**src/rtl/mem_port_arbiter.sv**
```systemverilog
// mem_port_arbiter: shares one external memory port between instruction fetch
// and MEM-stage data access. Requests are served one at a time over a req/ack
// handshake that allows any memory latency. An optional timeout aborts hung
// accesses. Data requests are granted before fetch requests.
module mem_port_arbiter #(
  parameter int unsigned TIMEOUT = 64
) (
  input  logic        clk,
  input  logic        reset,
  // fetch requester
  input  logic        if_req,
  input  logic [31:0] if_addr,
  output logic        if_done,
  output logic [31:0] if_instr,
  // data requester
  input  logic        d_req,
  input  logic        d_wr,
  input  logic        d_sb,
  input  logic        d_sh,
  input  logic [31:0] d_addr,
  input  logic [31:0] d_wdata,
  output logic        d_done,
  output logic [31:0] d_rdata,
  // external memory port
  output logic        mem_req,
  output logic        mem_wr,
  output logic [1:0]  mem_size,
  output logic [31:0] mem_addr,
  output logic [31:0] mem_wdata,
  input  logic        mem_ack,
  input  logic [31:0] mem_rdata,
  // pipeline control
  output logic        stall,
  output logic        timeout_err
);

  // A zero TIMEOUT disables the timeout; keep a 1-bit counter so widths stay legal.
  localparam int unsigned CNT_W = (TIMEOUT > 0) ? $clog2(TIMEOUT + 1) : 1;
  localparam int unsigned TLAST = (TIMEOUT > 0) ? TIMEOUT - 1 : 0;

  localparam logic [1:0] SIZE_WORD = 2'b00;
  localparam logic [1:0] SIZE_HALF = 2'b01;
  localparam logic [1:0] SIZE_BYTE = 2'b10;

  localparam logic [31:0] ERR_DATA = 32'hFFFF_FFFF;

  typedef enum logic [1:0] {
    IDLE  = 2'd0,
    DATA  = 2'd1,
    FETCH = 2'd2,
    RESP  = 2'd3
  } state_t;

  state_t             state, state_d;
  logic [CNT_W-1:0]   tcnt, tcnt_d;
  logic               mem_req_d, mem_wr_d;
  logic [1:0]         mem_size_d;
  logic [31:0]        mem_addr_d, mem_wdata_d;
  logic               if_done_d, d_done_d;
  logic [31:0]        if_instr_d, d_rdata_d;
  logic               timeout_err_d;
  logic               acked;
  logic               expired;

  // Completion and timeout qualifiers for the current bus cycle.
  always_comb begin
    acked   = mem_req & mem_ack;
    expired = 1'b0;
    if (TIMEOUT > 0) begin
      expired = mem_req & ~mem_ack & (tcnt == CNT_W'(TLAST));
    end
  end

  // Next-state and next-output logic; every output register is computed here.
  always_comb begin
    state_d       = state;
    tcnt_d        = tcnt;
    mem_req_d     = mem_req;
    mem_wr_d      = mem_wr;
    mem_size_d    = mem_size;
    mem_addr_d    = mem_addr;
    mem_wdata_d   = mem_wdata;
    if_done_d     = 1'b0;
    d_done_d      = 1'b0;
    if_instr_d    = if_instr;
    d_rdata_d     = d_rdata;
    timeout_err_d = timeout_err;

    unique case (state)
      IDLE: begin
        if (d_req) begin
          state_d     = DATA;
          tcnt_d      = '0;
          mem_req_d   = 1'b1;
          mem_wr_d    = d_wr;
          mem_addr_d  = d_addr;
          mem_wdata_d = d_wdata;
          if (d_sb) begin
            mem_size_d = SIZE_BYTE;
          end else if (d_sh) begin
            mem_size_d = SIZE_HALF;
          end else begin
            mem_size_d = SIZE_WORD;
          end
        end else if (if_req) begin
          state_d    = FETCH;
          tcnt_d     = '0;
          mem_req_d  = 1'b1;
          mem_wr_d   = 1'b0;
          mem_size_d = SIZE_WORD;
          mem_addr_d = if_addr;
        end
      end

      DATA, FETCH: begin
        if (acked) begin
          state_d   = RESP;
          mem_req_d = 1'b0;
          if (state == FETCH) begin
            if_done_d  = 1'b1;
            if_instr_d = mem_rdata;
          end else begin
            d_done_d = 1'b1;
            if (!mem_wr) begin
              d_rdata_d = mem_rdata;
            end
          end
        end else if (expired) begin
          state_d       = RESP;
          mem_req_d     = 1'b0;
          timeout_err_d = 1'b1;
          if (state == FETCH) begin
            if_done_d  = 1'b1;
            if_instr_d = ERR_DATA;
          end else begin
            d_done_d = 1'b1;
            if (!mem_wr) begin
              d_rdata_d = ERR_DATA;
            end
          end
        end else if (TIMEOUT > 0) begin
          tcnt_d = tcnt + CNT_W'(1);
        end
      end

      RESP: begin
        state_d = IDLE;
      end

      default: begin
        state_d = IDLE;
      end
    endcase
  end

  // State and output registers with synchronous reset.
  always_ff @(posedge clk) begin
    if (reset) begin
      state       <= IDLE;
      tcnt        <= '0;
      mem_req     <= 1'b0;
      mem_wr      <= 1'b0;
      mem_size    <= 2'b00;
      mem_addr    <= '0;
      mem_wdata   <= '0;
      if_done     <= 1'b0;
      d_done      <= 1'b0;
      if_instr    <= '0;
      d_rdata     <= '0;
      timeout_err <= 1'b0;
    end else begin
      state       <= state_d;
      tcnt        <= tcnt_d;
      mem_req     <= mem_req_d;
      mem_wr      <= mem_wr_d;
      mem_size    <= mem_size_d;
      mem_addr    <= mem_addr_d;
      mem_wdata   <= mem_wdata_d;
      if_done     <= if_done_d;
      d_done      <= d_done_d;
      if_instr    <= if_instr_d;
      d_rdata     <= d_rdata_d;
      timeout_err <= timeout_err_d;
    end
  end

  // Pipeline freeze; drops in the done cycle so the pipeline advances once.
  assign stall = (if_req & ~if_done) | (d_req & ~d_done);

endmodule
```
**config.mk**
```make
export PLATFORM = sky130hd
export DESIGN_NAME = mem_port_arbiter
export DESIGN_NICKNAME = d
export VERILOG_FILES = /design/src/rtl/mem_port_arbiter.sv
export SDC_FILE = /design/constraint.sdc
export NUM_CORES = 1
export LEC_CHECK = 0
export ABC_AREA = 1
export BUFFER_PORTS_ARGS = -buffer_cell sky130_fd_sc_hd__buf_2
export CAP_MARGIN = 20
export CORE_UTILIZATION = 52
export CTS_CLUSTER_DIAMETER = 120
export CTS_CLUSTER_SIZE = 14
export DETAILED_ROUTE_END_ITERATION = 6
export PLACE_DENSITY = 0.86
export SYNTH_ARGS = -nofsm -noshare
export SYNTH_HDL_FRONTEND = slang
export SYNTH_SLANG_ARGS = --single-unit
```
**constraint.sdc**
```tcl
create_clock -name clk -period 2.3 [get_ports clk]
set_input_delay 0.46 -clock clk [delete_from_list [all_inputs] [get_ports clk]]
set_output_delay 0.46 -clock clk [all_outputs]
set_load 0.1 [all_outputs]
```
==> results.ini <==
[run_status]
run_status = completed

[grt]
track_usage_pct = 27.9
grt_max_degree = 69
grt_pass1_wl_um = 28400
grt_pass1_vias = 6143
antenna_found_initial = 2
overflow = 0

[logic_synthesis]
synth_nets = 1072
postSynthCellCount = 933
async_reset_ff_share_pct = 0
yosysWarnings = 0
synthFlopType = dfxtp_1
ys_types = 23
synth.avg_cell_area_um2 = 6.82
ys_seq_area_share_pct = 45.3
synth-edff-count = 0
syn_area_um2 = 6360
ys_ff_latch = 144

[layout]
final_cell_mix = buf_2 (270), nand2_1 (195), inv_1 (147)
layout_commonest_cell = buf_2
fillers = 1006
drive_gt1_share_pct = 27.8
syn_to_final_growth_pct = 33.3
final_nets = 1315
multi_input_comb_area_um2 = 2640
seq_area_um2 = 2880

[detailed_routing]
drt.antenna.violating_nets = 0
viasPerCell = 5.03
drc = 0
wl_per_cell_um = 12.9
vias = 6730
firstDrtPassIters = 5
wl_um = 17300
initialDrtViolationCount = 556

[critical_path]
crit_path_start_kind = register
worstSetupPathDepth = 8
cp_top_family = simple AND/OR/NAND/NOR gates
r2r_cells = 8
r2r-start = tcnt[0]$_SDFFE_PP0P_
cp_slowest_cell = dfxtp_1
worstReg2RegEnd = if_instr[3]$_SDFFE_PP0P_
cp.arrival_ps = 2220
critical_path_class = register to register
cp_cell_sequence = ha_1, nand3_2, inv_2, nand3_2, nand2_4, nand3_2, buf_4, a21oi_1
r2r_slack_ps = 420
critPathCaptureType = register
required_ps = 2640
crit_buf_inv = 2
slowest_delay_ps = 360
crit_fanout = 22
worst_path_most_repeated_cell = nand3_2

[timing]
worstMarginPinSlew_ps = 532
min_period_ps = 1880
tns_ps = 0
hold_violations = 0
fmax_mhz = 533
setup_viol = 0
rsz0062_at_grt = false
post-route-period-util_pct = 81.6
relSlewSlack_pct = 64.5
clock_skew_ps = 6.52
slew_violations = 0

[clock_tree]
hold_buffers = 0
cts.clk_slew.worst_paths_ps = 60
clk_latency_ps = 420
cts-root-buf = clkbuf_16
cts.path.max_buffers = 2
cts.repair.resized = 0
postCtsSetupRepairBufs = 0
cts_max_level = 4
cts_inserted_buffers = 17
clock-sinks = 144
cts_tree = built

[floorplan]
core_area_um2 = 12000
ios = 272
die_y_um = 113
die_area_um2 = 12700
rows = 40
die_x_um = 113
initial_core_util_pct = 53.2

[power]
cellLeakagePower_nw = 4.38
finalPower_w = 0.0127
powerDensity_nw_per_um2 = 1500
ir_drop_mv = 0.968

[min_path]
hold_depth = 3
min_to = mem_wdata[10]$_SDFFE_PP0P_
min_from = d_wdata[10]
hold_path.class = primary input to register

[placement]
gp_congestion = 0.803
numPortBuffers = 271
hpwl_um = 12100

[job]
maxCapViolCount = 0

registers in the layout (all words and copies together) (netlist names):
register / cells
state: 2
if_instr: 32
d_rdata: 32
d_done: 1
mem_size: 2
mem_req: 1
if_done: 1
mem_wr: 1
mem_addr: 32
mem_wdata: 32
tcnt: 7
timeout_err: 1
through the flow:
step	util [%]	instances	hold slack, ps	cell area (µm²)	setup slack [ps]
3_5_place_dp	65.3	1304	433	7810	393
2_1_floorplan	-	933	452	6370	2.00
3_3_place_gp	65.3	1304	430	7810	471
4_1_cts	70.9	1336	279	8480	437
6_report	70.9	1337	293	8480	422
5_1_grt	70.9	1337	292	8480	211
Yosys cell counts, drive strengths merged (3+ instances only):
master | n | share of area [%]
a21oi | 45 | 3.5
a31oi | 32 | 3.1
buf | 39 | 2.9
clkbuf | 26 | 1.6
clkinv | 3 | 0.18
dfxtp | 144 | 45
ha | 3 | 0.59
inv | 148 | 8.7
nand2 | 197 | 12
nand3 | 14 | 1.5
nand4 | 67 | 6.6
nor2 | 143 | 8.4
o21ai | 69 | 5.5
cells by family after synthesis:
kind of cell / Yosys count / share of synthesized area, %
AOI/OAI and AO/OA: 147 / 12.3
DFF: 144 / 45.3
buffers and inverters: 216 / 13.3
xor gates and xnor gates: 1 / 0.138
adders and majority gates: 3 / 0.590
and+or+nand+nor: 422 / 28.4
power breakdown:
part | switching, W | total [W] | leakage, nW | internal (W)
Sequential | 0.000256 | 0.00327 | 1.18 | 0.00301
Clock | 0.00102 | 0.00312 | 0.324 | 0.00209
Combinational | 0.00525 | 0.00634 | 2.88 | 0.00109
Total | 0.00653 | 0.0127 | 4.38 | 0.00619
worst min-delay path: cells and delay by family:
kind | cells | cell delay [ps]
AO/OA/AOI/OAI | 1 | 70
buffers and inverters | 1 | 70
AND/OR/NAND/NOR | 1 | 70
area by class of cell:
cell class / count / area share [%]
Sequential cell: 144 / 34.0
Multi-Input combinational cell: 573 / 31.2
Timing Repair Buffer: 289 / 18.1
Inverter: 151 / 6.70
Clock buffer: 22 / 5.47
Clock inverter: 10 / 2.43
Tap cell: 147 / 2.17
Antenna cell: 1 / 0.0295
metal layers:
layer  wire, µm  part of all wire (%)  GRT usage (%)  up-vias
met4        490                   2.8           13.4        2
met2       8590                    50           48.5      302
met1       7010                    40           32.5     2949
met3       1210                   7.0           6.43       44
met5         12                 0.069              0        -
li1           -                     -              -     3433
worst max path at each step:
stage / end / startpoint
final: if_instr[3]$_SDFFE_PP0P_ / tcnt[0]$_SDFFE_PP0P_
after global placement: if_instr[26]$_SDFFE_PP0P_ / mem_ack
after CTS: if_instr[1]$_SDFFE_PP0P_ / tcnt[0]$_SDFFE_PP0P_
after floorplan: stall / d_req
after global routing: if_instr[15]$_SDFFE_PP0P_ / tcnt[0]$_SDFFE_PP0P_
after detailed placement: if_instr[1]$_SDFFE_PP0P_ / mem_ack
No activity file was read; power rests on OpenSTA's default activity.
